==> config.mk <==
export PLATFORM = sky130hd
export DESIGN_NAME = store_unit_flat
export DESIGN_NICKNAME = d
export VERILOG_FILES = /design/src/rtl/store_unit_pkg.sv /design/src/rtl/store_unit_if.sv /design/src/rtl/store_addr_gen.sv /design/src/rtl/store_unit.sv /design/src/flat_wrapper.sv
export SDC_FILE = /design/constraint.sdc
export NUM_CORES = 2
export LEC_CHECK = 0
export CORE_MARGIN = 2
export CORE_UTILIZATION = 25
export DETAILED_ROUTE_END_ITERATION = 6
export DONT_BUFFER_PORTS = 1
export PLACE_DENSITY_LB_ADDON = 0.15
export SYNTH_ARGS = -nofsm -noshare
export SYNTH_HDL_FRONTEND = slang
export SYNTH_SLANG_ARGS = --single-unit
export TNS_END_PERCENT = 5
==> constraint.sdc <==
create_clock -name clk -period 33.6 [get_ports clk]
set_input_delay 6.72 -clock clk [delete_from_list [all_inputs] [get_ports clk]]
set_output_delay 6.72 -clock clk [all_outputs]
set_load 0.03 [all_outputs]
==> src/rtl/store_unit_pkg.sv <==
// rtl/store_unit_pkg.sv - shared types, sizes and decode helpers for the vector store unit
//
// Purpose: store_op / lmul / vsew encodings, memory geometry and the small
// decode functions used by both the sequencer and the address generator.
// Ports: none (package).
package store_unit_pkg;

  localparam int VLEN          = 128;
  localparam int NPORTS        = 4;
  localparam int DATAMEM_BITS  = 14;
  localparam int DATAMEM_WIDTH = 32;
  localparam int GROUP_BITS    = VLEN * 4;

  typedef enum logic [3:0] {
    OP_VSE8   = 4'd7,
    OP_VSE16  = 4'd8,
    OP_VSE32  = 4'd9,
    OP_VSSE8  = 4'd10,
    OP_VSSE16 = 4'd11,
    OP_VSSE32 = 4'd12
  } store_op_e;

  typedef enum logic [2:0] {
    LMUL_1 = 3'd0,
    LMUL_2 = 3'd1,
    LMUL_4 = 3'd2
  } lmul_e;

  typedef enum logic [2:0] {
    SEW_8  = 3'd0,
    SEW_16 = 3'd1,
    SEW_32 = 3'd2
  } vsew_e;

  typedef enum logic [1:0] {
    S_IDLE,
    S_STORE,
    S_DONE
  } state_e;

  function automatic logic is_store(input logic [3:0] op);
    return (op >= OP_VSE8) && (op <= OP_VSSE32);
  endfunction

  function automatic logic is_strided(input logic [3:0] op);
    return (op >= OP_VSSE8) && (op <= OP_VSSE32);
  endfunction

  // Element width in bytes; non-store codes fall through to 4 but are never issued.
  function automatic logic [2:0] eew_bytes(input logic [3:0] op);
    case (op)
      OP_VSE8,  OP_VSSE8:  return 3'd1;
      OP_VSE16, OP_VSSE16: return 3'd2;
      default:             return 3'd4;
    endcase
  endfunction

  // Beats = (VLEN/EEW)*LMUL/NPORTS, always a power of two in 1..16.
  function automatic logic [4:0] num_beats(input logic [3:0] op, input logic [2:0] lmul);
    logic [2:0] lmul_sh;
    logic [2:0] eew_sh;
    case (lmul)
      LMUL_1:  lmul_sh = 3'd0;
      LMUL_2:  lmul_sh = 3'd1;
      default: lmul_sh = 3'd2;
    endcase
    case (eew_bytes(op))
      3'd1:    eew_sh = 3'd2;
      3'd2:    eew_sh = 3'd1;
      default: eew_sh = 3'd0;
    endcase
    return 5'd1 << (lmul_sh + eew_sh);
  endfunction

endpackage

==> src/rtl/store_unit_if.sv <==
// rtl/store_unit_if.sv - request and memory-write bundle of the vector store unit
//
// Purpose: groups the store request (op, lmul, vsew, stride, base, register
// group) and the four per-bank write lanes plus done.
// Modports: master drives the request and observes writes; slave is the unit.
interface store_unit_if;
  import store_unit_pkg::*;

  logic [3:0]                                store_op;
  logic [2:0]                                lmul;
  logic [2:0]                                vsew;
  logic [4:0]                                stride;
  logic [DATAMEM_BITS-1:0]                   address;
  logic [GROUP_BITS-1:0]                     data;
  logic [NPORTS-1:0][DATAMEM_BITS-1:0]       data_addr;
  logic [NPORTS-1:0][DATAMEM_WIDTH-1:0]      data_out;
  logic                                      done;

  modport master (
    output store_op, lmul, vsew, stride, address, data,
    input  data_addr, data_out, done
  );

  modport slave (
    input  store_op, lmul, vsew, stride, address, data,
    output data_addr, data_out, done
  );

endinterface

==> src/rtl/store_addr_gen.sv <==
// rtl/store_addr_gen.sv - per-beat address and element slice generator
//
// Purpose: for beat index k, computes the byte address and zero-extended
// element for each port p, element i = 4k+p. Purely combinational.
// Ports: op_i, stride_i, base_i, beat_i, data_i in; addr_o, elem_o out.
module store_addr_gen
  import store_unit_pkg::*;
(
  input  logic [3:0]                           op_i,
  input  logic [4:0]                           stride_i,
  input  logic [DATAMEM_BITS-1:0]              base_i,
  input  logic [3:0]                           beat_i,
  input  logic [GROUP_BITS-1:0]                data_i,
  output logic [NPORTS-1:0][DATAMEM_BITS-1:0]  addr_o,
  output logic [NPORTS-1:0][DATAMEM_WIDTH-1:0] elem_o
);

  logic [2:0]              eb;
  logic [4:0]              step;
  logic [DATAMEM_BITS-1:0] byte_step;
  logic [5:0]              idx;
  logic [10:0]             bitpos;
  logic [31:0]             raw;

  always_comb begin
    eb        = eew_bytes(op_i);
    // Unit-stride is just stride 1 in element units.
    step      = is_strided(op_i) ? stride_i : 5'd1;
    byte_step = DATAMEM_BITS'(step) * DATAMEM_BITS'(eb);
    idx       = '0;
    bitpos    = '0;
    raw       = '0;
    addr_o    = '0;
    elem_o    = '0;
    for (int p = 0; p < NPORTS; p++) begin
      idx       = {beat_i, 2'(p)};
      // Truncation to DATAMEM_BITS gives the modulo-2^N address wrap.
      addr_o[p] = base_i + DATAMEM_BITS'(idx) * byte_step;
      bitpos    = 11'(idx) * 11'({eb, 3'b000});
      raw       = 32'(data_i >> bitpos);
      case (eb)
        3'd1:    elem_o[p] = {24'd0, raw[7:0]};
        3'd2:    elem_o[p] = {16'd0, raw[15:0]};
        default: elem_o[p] = raw;
      endcase
    end
  end

endmodule

==> src/rtl/store_unit.sv <==
// rtl/store_unit.sv - vector store address/data sequencer
//
// Purpose: latches a vector store op and issues its elements four per beat,
// one per memory bank, then holds done until store_op drops.
// Ports: clk, rst (sync, active-high); bus (store_unit_if.slave) carrying
// store_op/lmul/vsew/stride/address/data in and data_addr/data_out/done out.
module store_unit
  import store_unit_pkg::*;
(
  input  logic         clk,
  input  logic         rst,
  store_unit_if.slave  bus
);

  state_e                               state_q;
  logic [3:0]                           op_q;
  logic [4:0]                           stride_q;
  logic [DATAMEM_BITS-1:0]              base_q;
  logic [GROUP_BITS-1:0]                data_q;
  logic [4:0]                           beat_q;
  logic [4:0]                           nbeats_q;
  logic [NPORTS-1:0][DATAMEM_BITS-1:0]  addr_q;
  logic [NPORTS-1:0][DATAMEM_WIDTH-1:0] dout_q;
  logic                                 done_q;

  logic                                 idle;
  logic [3:0]                           gen_op;
  logic [4:0]                           gen_stride;
  logic [DATAMEM_BITS-1:0]              gen_base;
  logic [GROUP_BITS-1:0]                gen_data;
  logic [3:0]                           gen_beat;
  logic [NPORTS-1:0][DATAMEM_BITS-1:0]  gen_addr;
  logic [NPORTS-1:0][DATAMEM_WIDTH-1:0] gen_elem;

  // vsew is architecturally ignored: EEW is carried by store_op.
  logic unused_vsew;
  assign unused_vsew = ^bus.vsew;

  // Beat 0 is registered on the start edge, before the request is latched,
  // so in IDLE the generator looks at the live inputs.
  assign idle       = (state_q == S_IDLE);
  assign gen_op     = idle ? bus.store_op : op_q;
  assign gen_stride = idle ? bus.stride   : stride_q;
  assign gen_base   = idle ? bus.address  : base_q;
  assign gen_data   = idle ? bus.data     : data_q;
  assign gen_beat   = idle ? 4'd0         : beat_q[3:0];

  store_addr_gen u_addr_gen (
    .op_i     (gen_op),
    .stride_i (gen_stride),
    .base_i   (gen_base),
    .beat_i   (gen_beat),
    .data_i   (gen_data),
    .addr_o   (gen_addr),
    .elem_o   (gen_elem)
  );

  always_ff @(posedge clk) begin
    if (rst) begin
      state_q  <= S_IDLE;
      op_q     <= '0;
      stride_q <= '0;
      base_q   <= '0;
      data_q   <= '0;
      beat_q   <= '0;
      nbeats_q <= '0;
      addr_q   <= '0;
      dout_q   <= '0;
      done_q   <= 1'b0;
    end else begin
      case (state_q)
        S_IDLE: begin
          if (is_store(bus.store_op)) begin
            op_q     <= bus.store_op;
            stride_q <= bus.stride;
            base_q   <= bus.address;
            data_q   <= bus.data;
            nbeats_q <= num_beats(bus.store_op, bus.lmul);
            beat_q   <= 5'd1;
            addr_q   <= gen_addr;
            dout_q   <= gen_elem;
            state_q  <= S_STORE;
          end
        end
        S_STORE: begin
          // beat_q is the index of the next beat to issue.
          if (beat_q == nbeats_q) begin
            addr_q  <= '0;
            dout_q  <= '0;
            done_q  <= 1'b1;
            state_q <= S_DONE;
          end else begin
            addr_q <= gen_addr;
            dout_q <= gen_elem;
            beat_q <= beat_q + 5'd1;
          end
        end
        S_DONE: begin
          if (!is_store(bus.store_op)) begin
            done_q  <= 1'b0;
            state_q <= S_IDLE;
          end
        end
        default: begin
          addr_q  <= '0;
          dout_q  <= '0;
          done_q  <= 1'b0;
          state_q <= S_IDLE;
        end
      endcase
    end
  end

  assign bus.data_addr = addr_q;
  assign bus.data_out  = dout_q;
  assign bus.done      = done_q;

endmodule

==> src/flat_wrapper.sv <==
// flat-port wrapper written by rule: the top's interface ports become plain ports
module store_unit_flat import store_unit_pkg::*;
  (clk, rst, bus_store_op, bus_lmul, bus_vsew, bus_stride, bus_address, bus_data, bus_data_addr, bus_data_out, bus_done);
  store_unit_if bus_i ();
  input  logic clk;
  input  logic rst;
  input wire logic [$bits(bus_i.store_op)-1:0] bus_store_op;
  input wire logic [$bits(bus_i.lmul)-1:0] bus_lmul;
  input wire logic [$bits(bus_i.vsew)-1:0] bus_vsew;
  input wire logic [$bits(bus_i.stride)-1:0] bus_stride;
  input wire logic [$bits(bus_i.address)-1:0] bus_address;
  input wire logic [$bits(bus_i.data)-1:0] bus_data;
  output wire logic [$bits(bus_i.data_addr)-1:0] bus_data_addr;
  output wire logic [$bits(bus_i.data_out)-1:0] bus_data_out;
  output wire logic [$bits(bus_i.done)-1:0] bus_done;
  assign bus_i.store_op = bus_store_op;
  assign bus_i.lmul = bus_lmul;
  assign bus_i.vsew = bus_vsew;
  assign bus_i.stride = bus_stride;
  assign bus_i.address = bus_address;
  assign bus_i.data = bus_data;
  assign bus_data_addr = bus_i.data_addr;
  assign bus_data_out = bus_i.data_out;
  assign bus_done = bus_i.done;
  store_unit u_core (.clk(clk), .rst(rst), .bus(bus_i));
endmodule
# ---- Word-level counts from Yosys, hierarchy flattened
# Cells that the tools add are included.
dict set report word_totals {
  inputBits 543
  register_bits 732
  wordCells 115
}
dict set report op_classes {
  shift 5
  n_mux 39
  bitwise 2
  magnitude_cmp 4
  mul 9
  n_reduce_logical 14
  n_eq_ne 20
  add_sub_neg 6
}
# cell count
set op_table {}
lappend op_table {{$shr 512x11->32} 4}
lappend op_table {{$mux 512} 1}
lappend op_table {{$pmux 128 s3} 1}
lappend op_table {{$mux 128} 2}
lappend op_table {{$pmux 32 s2} 4}
lappend op_table {{$pmux 56 s3} 1}
lappend op_table {{$mux 56} 2}
lappend op_table {{$add 14x14->14} 4}
lappend op_table {{$mul 6x8->14} 2}
lappend op_table {{$mux 3} 9}
lappend op_table {{$eq 4x4->1 const B} 6}
lappend op_table {{$mux 5} 4}
lappend op_table {{$mul 6x3->8} 2}
lappend op_table {{$mux 14} 1}
lappend op_table {{$mul 5x8->13} 1}
lappend op_table {{$mul 4x8->12} 1}
lappend op_table {{$pmux 3 s2} 2}
lappend op_table {{$pmux 5 s2} 1}
lappend op_table {{$eq 3x1->1 const B} 3}
lappend op_table {{$reduce_and 3->1} 3}
lappend op_table {{$eq 4x3->1 const B} 2}
lappend op_table {{$le 4x4->1 const B} 2}
lappend op_table {{$mul 5x3->8} 1}
lappend op_table {{$mux 4} 2}
lappend op_table {{other kinds (25)} 38}

# ---- Longest topological paths before layout
dict set report depth {
  ltp_word 13
  mapped_depth 49
}

# ---- Cells and area by module
# Synthesis repeated with hierarchy kept, for this count alone.
dict set report unflattened {
  cells_unflattened 9390
  hier_area_um2 69573.0
}
# module cells_per_inst area_per_inst_um2 seq_area_each_um2 instances
set modules_own_cells {}
lappend modules_own_cells {store_addr_gen 4825 38495.7 0.0 1}
lappend modules_own_cells {store_unit 4565 31077.3 14654.1 1}

# ---- Worst setup path before layout
# Ideal clock, no wire load.
dict set report synth_path {
  path_kind {input port to flip-flop}
  from {input port bus_store_op[0]}
  to {register u_core.addr_q, in the netlist u_core.bus.data_addr[41]}
  n_path_buf 13
  setup_time_ps 117
  cell_stages 45
  required_ps 33483
  setup_slack_ps 17393
  arrival_ps 16090
  cell_sequence {clkbuf_1 -> xor2_1 -> nor3b_1 -> a21bo_2 -> buf_2 -> clkinv_1 -> buf_2 -> clkbuf_1 -> buf_2 -> buf_2 -> ha_1 -> buf_2 -> a21oi_2 -> o211a_1 -> buf_6 -> buf_6 -> buf_4 -> buf_2 -> [... 9 more ...] -> nor2_1 -> fa_1 -> inv_1 -> fa_1 -> fa_1 -> inv_1 -> ha_1 -> a21boi_0 -> o21ai_0 -> nand2_1 -> xor2_1 -> ha_1 -> and2_1 -> o21ai_0 -> o21ai_0 -> o41ai_1 -> xnor2_1 -> a22o_1}
}
dict set report synth_via {
  elab_chain_cells 9
  word_cells_on_any_way 23
  cone_classes {1 x add/sub; 2 x mul; 4 x order compare; 5 x eq/ne; 6 x mux; 5 x reduce/logical}
}
# item line
set synth_lines {}
lappend synth_lines {{from (decl)} flat_wrapper.sv:7} ;# input wire logic [$bits(bus_i.store_op)-1:0] bus_store_op;
lappend synth_lines {{$mux 4} store_unit.sv:42} ;# assign gen_op = idle ? bus.store_op : op_q;
lappend synth_lines {{$ge 4x4->1 (tied with other cells)} store_unit_pkg.sv:46} ;# return (op >= OP_VSSE8) && (op <= OP_VSSE32);
lappend synth_lines {{$logic_and 1x1->1 or $reduce_or 2->1 (tied branches)} {store_unit_pkg.sv:46, store_unit_pkg.sv:51}}
lappend synth_lines {{$mux 5 or $pmux 3 s2 (tied branches)} {store_addr_gen.sv:28, store_unit_pkg.sv:51}}
lappend synth_lines {{$mul 5x3->8} store_addr_gen.sv:29} ;# byte_step = DATAMEM_BITS'(step) * DATAMEM_BITS'(eb);
lappend synth_lines {{$mul 5x8->13} store_addr_gen.sv:38} ;# addr_o[p] = base_i + DATAMEM_BITS'(idx) * byte_step;
lappend synth_lines {{$add 14x14->14} store_addr_gen.sv:38}
lappend synth_lines {{$mux 56 (on tied branches)} {store_unit.sv:87, store_unit.sv:73}}
lappend synth_lines {{$pmux 56 s3} store_unit.sv:71} ;# case (state_q)
lappend synth_lines {{to (signal assigned)} store_unit.sv:80} ;# addr_q <= gen_addr;
lappend synth_lines {{to (signal assigned)} store_unit.sv:93} ;# addr_q <= gen_addr;
lappend synth_lines {{to (decl)} store_unit.sv:22} ;# logic [NPORTS-1:0][DATAMEM_BITS-1:0] addr_q;
# Parallel ways exist; a longest one is shown, timed or not. The select of a mux whose other input is x is not followed.
# A chain may end at the register's enable or synchronous reset.

# ---- Worst setup path in the final report
dict set report layout_path {
  from {input port bus_store_op[0]}
  to {register u_core.dout_q, in the netlist u_core.bus.data_out[121]}
}
dict set report layout_via {
  elab_chain_cells 9
  word_cells_on_any_way 21
  cone_classes {1 x mul; 2 x order compare; 7 x eq/ne; 1 x shift; 6 x mux; 4 x reduce/logical}
}
# item line
set layout_lines {}
lappend layout_lines {{$mux 4} store_unit.sv:42}
lappend layout_lines {{$eq 4x4->1 or $eq 4x3->1 (tied branches)} store_unit_pkg.sv:51} ;# case (op)
lappend layout_lines {{$reduce_or 2->1} store_unit_pkg.sv:51}
lappend layout_lines {{$pmux 3 s2} store_unit_pkg.sv:51}
lappend layout_lines {{$mul 6x3->8} store_addr_gen.sv:39} ;# bitpos = 11'(idx) * 11'({eb, 3'b000});
lappend layout_lines {{$shr 512x11->32} store_addr_gen.sv:40} ;# raw = 32'(data_i >> bitpos);
lappend layout_lines {{$pmux 32 s2} store_addr_gen.sv:41} ;# case (eb)
lappend layout_lines {{$mux 128 (on tied branches)} {store_unit.sv:87, store_unit.sv:73}}
lappend layout_lines {{$pmux 128 s3} store_unit.sv:71}
lappend layout_lines {{to (signal assigned)} store_unit.sv:81} ;# dout_q <= gen_elem;
lappend layout_lines {{to (signal assigned)} store_unit.sv:94} ;# dout_q <= gen_elem;
lappend layout_lines {{to (decl)} store_unit.sv:23} ;# logic [NPORTS-1:0][DATAMEM_WIDTH-1:0] dout_q;
# Parallel ways exist; a longest one is shown, timed or not. The select of a mux whose other input is x is not followed.

==> flow_metrics.env <==
export IMPL_postCtsSetupRepairBufs=0
export IMPL_largest_family_of_logic_cells_by_synthesized_area="multiplexers"
export IMPL_boundaryPins=728
export IMPL_cts_tree="built"
export IMPL_synth_adder_area_share_pct=4.06
export IMPL_synth_area_leader_cell="sky130_fd_sc_hd__dfxtp_1"
export IMPL_postCtsResizedCells=0
export IMPL_achievable_frequency_ghz=0.0640
export IMPL_grt_pass1_wl_um=927000
export IMPL_clk_insertion_delay_late_ns=0.96
export IMPL_cts_made_buffers=109
export IMPL_drv_slew=12
export IMPL_critPathRequiredTime_ns=34.42
export IMPL_net_count_final=10129
export IMPL_core_area_um2=300000
export IMPL_syn_inst=9608
export IMPL_cts_root_buf="sky130_fd_sc_hd__clkbuf_16"
export IMPL_status="finished, violations left"
export IMPL_period_needed_ns=15.63
export IMPL_grt_remaining_overflow=0
export IMPL_path_max_fanout=84
export IMPL_route_detailed_vias_per_inst=6.66
export IMPL_critical_path_endpoint_type="flop"
export IMPL_worst_path_max_delay_cell="sky130_fd_sc_hd__fa_4"
export IMPL_syn_avg_cell_area_um2=7.86
export IMPL_port_buffer_count=0
export IMPL_whs_path_cells=2
export IMPL_netlist_top_cells_area="sky130_fd_sc_hd__dfxtp_1 (19%), sky130_fd_sc_hd__mux4_2 (18%), sky130_fd_sc_hd__nand2_1 (12%)"
export IMPL_static_leakage_power_nw=33.5
export IMPL_synth_main_ff_cell="sky130_fd_sc_hd__dfxtp_1"
export IMPL_hold_violations=0
export IMPL_use_met1_pct=57.0
export IMPL_failing_checks="design-rule violations, max-capacitance violations, max-slew violations"
export IMPL_synth_xor_xnor_area_share_pct=0.974
export IMPL_globalRouteMet2Util_pct=63.4
export IMPL_cp_cell_sequence="xor2_1, nor3b_1, a21bo_4, inv_8, ha_1, a21oi_2, o2111ai_4, buf_4, inv_6, ha_1, ha_2, inv_1, fa_4, clkinv_2, buf_12, nand2_2, buf_4, buf_4, a221oi_1, o31ai_1, nand4_1, a21oi_1"
export IMPL_gr_usage_all_layers_pct=46.7
export IMPL_final_layout_size_suffix_gt1_share_pct=17.5
export IMPL_syn_num_nets=10349
export IMPL_vertical_die_dimension_um=554
export IMPL_signed_area_change_from_the_synthesized_netlist_to_the_final_layout_pct=14.3
export IMPL_drt_pass1_iterations=7
export IMPL_detail_route_wirelength_um=744000
export IMPL_design_die_area_um2=307000
export IMPL_cell_pwr_density_nw_per_um2=67.6
export IMPL_routed_wire_length_per_instance_um=55.0
export IMPL_yosys_area_share_simple_pct=18.5
export IMPL_clock_sinks=730
export IMPL_synth_cell_area_um2=75500
export IMPL_floorplan_die_width_um=554
export IMPL_synth_enable_flop_cells=0
export IMPL_yosysSeqAreaShare_pct=19.3
export IMPL_synthArstFlopShare_pct=0
export IMPL_hold_crit_path_type="flop to flop"
export IMPL_ant_nets=0
export IMPL_drc=3
export IMPL_finalClockSkew_ns=0.125
export IMPL_mostFrequentLayoutCell="sky130_fd_sc_hd__nand2_1"
export IMPL_cts_hold_buf=0
export IMPL_place_gp_congestion=1.12
export IMPL_clk_pin_slew_ns=0.06
export IMPL_worst_ir_drop_vdd_mv=0.0458
export IMPL_floorplan_rows=201
export IMPL_muxShareOfSynthArea_pct=29.0
export IMPL_grt_start_max_net_pins=570
export IMPL_vias=90105
export IMPL_crit_arrival_ns=16.45
export IMPL_initial_drt_markers=14688
export IMPL_synthDominantCellAreaShare_pct=19.3
export IMPL_synth_compound_area_share_pct=21.9
export IMPL_fin_tns_setup_ns=0
export IMPL_critical_path_class="input pin to flop"
export IMPL_htree_levels=3
export IMPL_holdWs_ns=0.451
export IMPL_antenna_found_initial=125
export IMPL_relSlewSlack_pct=-5.58
export IMPL_max_cap_violations=6
export IMPL_most_common_layout_cells="sky130_fd_sc_hd__nand2_1 (2382), sky130_fd_sc_hd__a21oi_1 (1000), sky130_fd_sc_hd__dfxtp_1 (730)"
export IMPL_hpwl_um=594000
export IMPL_initial_utilization_pct=25.2
export IMPL_met3_usage_pct=19.8
export IMPL_ys_warnings_count=0
export IMPL_final_setup_viol_count=0
export IMPL_grt_most_used_layer="met2"
export IMPL_cts_path_max_buffers=4
export IMPL_yosysUniqueCellTypes=88
export IMPL_worst_r2r_path_depth=20
export IMPL_cpPeakStageDelay_ns=1.16
export IMPL_fin_crit_sh_pct=46.5
export IMPL_setup_worst_path_start_class="input pin"
export IMPL_cpMostUsedCell="sky130_fd_sc_hd__buf_4"
export IMPL_synthesis_stage_register_bit_count=730
export IMPL_tightest_slew_ns=1.57
export IMPL_rsz_0062_raised_after_global_routing="no"
export IMPL_number_of_global_route_vias_before_repair=80397
## worst paths after layout
path                                        start                  endpoint  slack, ns
worst max-delay path              bus_store_op[0]  u_core.bus.data_out[121]      17.97
worst min-delay path            u_core.data_q[47]         u_core.data_q[47]       0.45
worst max register to register  u_core.state_q[1]  u_core.bus.data_out[121]      22.85
worst min register to register  u_core.data_q[47]         u_core.data_q[47]       0.45
## Yosys cell counts, types with 25 or more instances
| library cell | n |
|---|---|
| sky130_fd_sc_hd__a221oi_1 | 115 |
| sky130_fd_sc_hd__dfxtp_1 | 730 |
| sky130_fd_sc_hd__mux2_2 | 36 |
| sky130_fd_sc_hd__mux2i_1 | 804 |
| sky130_fd_sc_hd__fa_1 | 77 |
| sky130_fd_sc_hd__o211ai_1 | 96 |
| sky130_fd_sc_hd__a211oi_1 | 148 |
| sky130_fd_sc_hd__a31oi_1 | 119 |
| sky130_fd_sc_hd__a21o_1 | 25 |
| sky130_fd_sc_hd__nor3_1 | 106 |
| sky130_fd_sc_hd__buf_1 | 98 |
| sky130_fd_sc_hd__a221o_1 | 45 |
| sky130_fd_sc_hd__o22ai_1 | 72 |
| sky130_fd_sc_hd__inv_1 | 177 |
| sky130_fd_sc_hd__mux4_2 | 597 |
| sky130_fd_sc_hd__a22o_1 | 35 |
| sky130_fd_sc_hd__o21ai_0 | 385 |
| sky130_fd_sc_hd__a311oi_1 | 107 |
| sky130_fd_sc_hd__xor2_1 | 38 |
| sky130_fd_sc_hd__and2_1 | 39 |
| sky130_fd_sc_hd__buf_2 | 205 |
| sky130_fd_sc_hd__nor2_1 | 607 |
| sky130_fd_sc_hd__and3_1 | 54 |
| sky130_fd_sc_hd__xnor2_1 | 46 |
| sky130_fd_sc_hd__buf_4 | 32 |
| sky130_fd_sc_hd__nand3_1 | 132 |
| sky130_fd_sc_hd__a22oi_1 | 63 |
| sky130_fd_sc_hd__nor4_1 | 29 |
| sky130_fd_sc_hd__a21oi_1 | 1013 |
| sky130_fd_sc_hd__nand2_1 | 2396 |
| sky130_fd_sc_hd__ha_1 | 121 |
| sky130_fd_sc_hd__clkbuf_1 | 543 |
| sky130_fd_sc_hd__a21boi_0 | 53 |
| sky130_fd_sc_hd__o221ai_1 | 57 |
| sky130_fd_sc_hd__o31ai_1 | 29 |
## area by class of cell
class / instances / area, um2
Timing Repair Buffer: 568 / 4540
Sequential cell: 730 / 14600
Inverter: 184 / 716
Clock inverter: 46 / 514
Fill cell: 32656 / 214000
Tap cell: 3958 / 4950
Clock buffer: 147 / 3070
Multi-Input combinational cell: 7795 / 57600
Antenna cell: 109 / 273
## state kept, by name, summed over array words and instances, names as in the netlist
| name | count |
|---|---|
| u_core.bus.done | 1 |
| u_core.bus.data_out | 128 |
| u_core.beat_q | 5 |
| u_core.bus.data_addr | 54 |
| u_core.state_q | 2 |
| u_core.data_q | 512 |
| u_core.nbeats_q | 5 |
| u_core.op_q | 4 |
| u_core.base_q | 14 |
| u_core.stride_q | 5 |
## worst max-delay path, delay by kind of cell
kind                     cells  cell delay (ns)
buffers and inverters        8             3.50
adder cells (fa/ha/maj)      4             2.40
AO/OA/AOI/OAI                6             1.97
AND/OR/NAND/NOR              3             1.37
XOR/XNOR                     1             0.12
## kinds of logic after synthesis
family,after synthesis
AO/OA/AOI/OAI,2594
XOR/XNOR,84
adder cells (fa/ha/maj),199
buffers and inverters,1083
flip-flops,730
multiplexers,1439
AND/OR/NAND/NOR,3479
## per-stage QoR
| step | area, um2 | std cells | util [%] | setup WS [ns] | total power, mW |
|---|---|---|---|---|---|
| after CTS | 85900 | 13423 | 28.6 | 18.23 | 5.62 |
| after global routing | 86200 | 13479 | 28.7 | 17.63 | 5.80 |
| final | 86300 | 13537 | 28.7 | 17.97 | 5.83 |
| after global placement | 82300 | 13230 | 27.4 | 17.26 | 4.39 |
| after detailed placement | 82300 | 13230 | 27.4 | 17.34 | 4.38 |
| after floorplan | 75500 | 9608 | - | 17.39 | 2.61 |
## power breakdown
group	switching [mW]	total [mW]	leakage, nW	internal [mW]
sequential	0.225	1.18	5.97	0.959
clock	0.537	1.24	1.76	0.699
combinational	2.50	3.41	25.8	0.914
total	3.26	5.83	33.5	2.57
## routing by layer
layer  up-vias  wire [um]
met5         -        209
met4        28      72300
met3      1454      96700
met2      6873     290000
met1     46632     285000
li1      35118          -
Power figures use the tool's default switching activity.
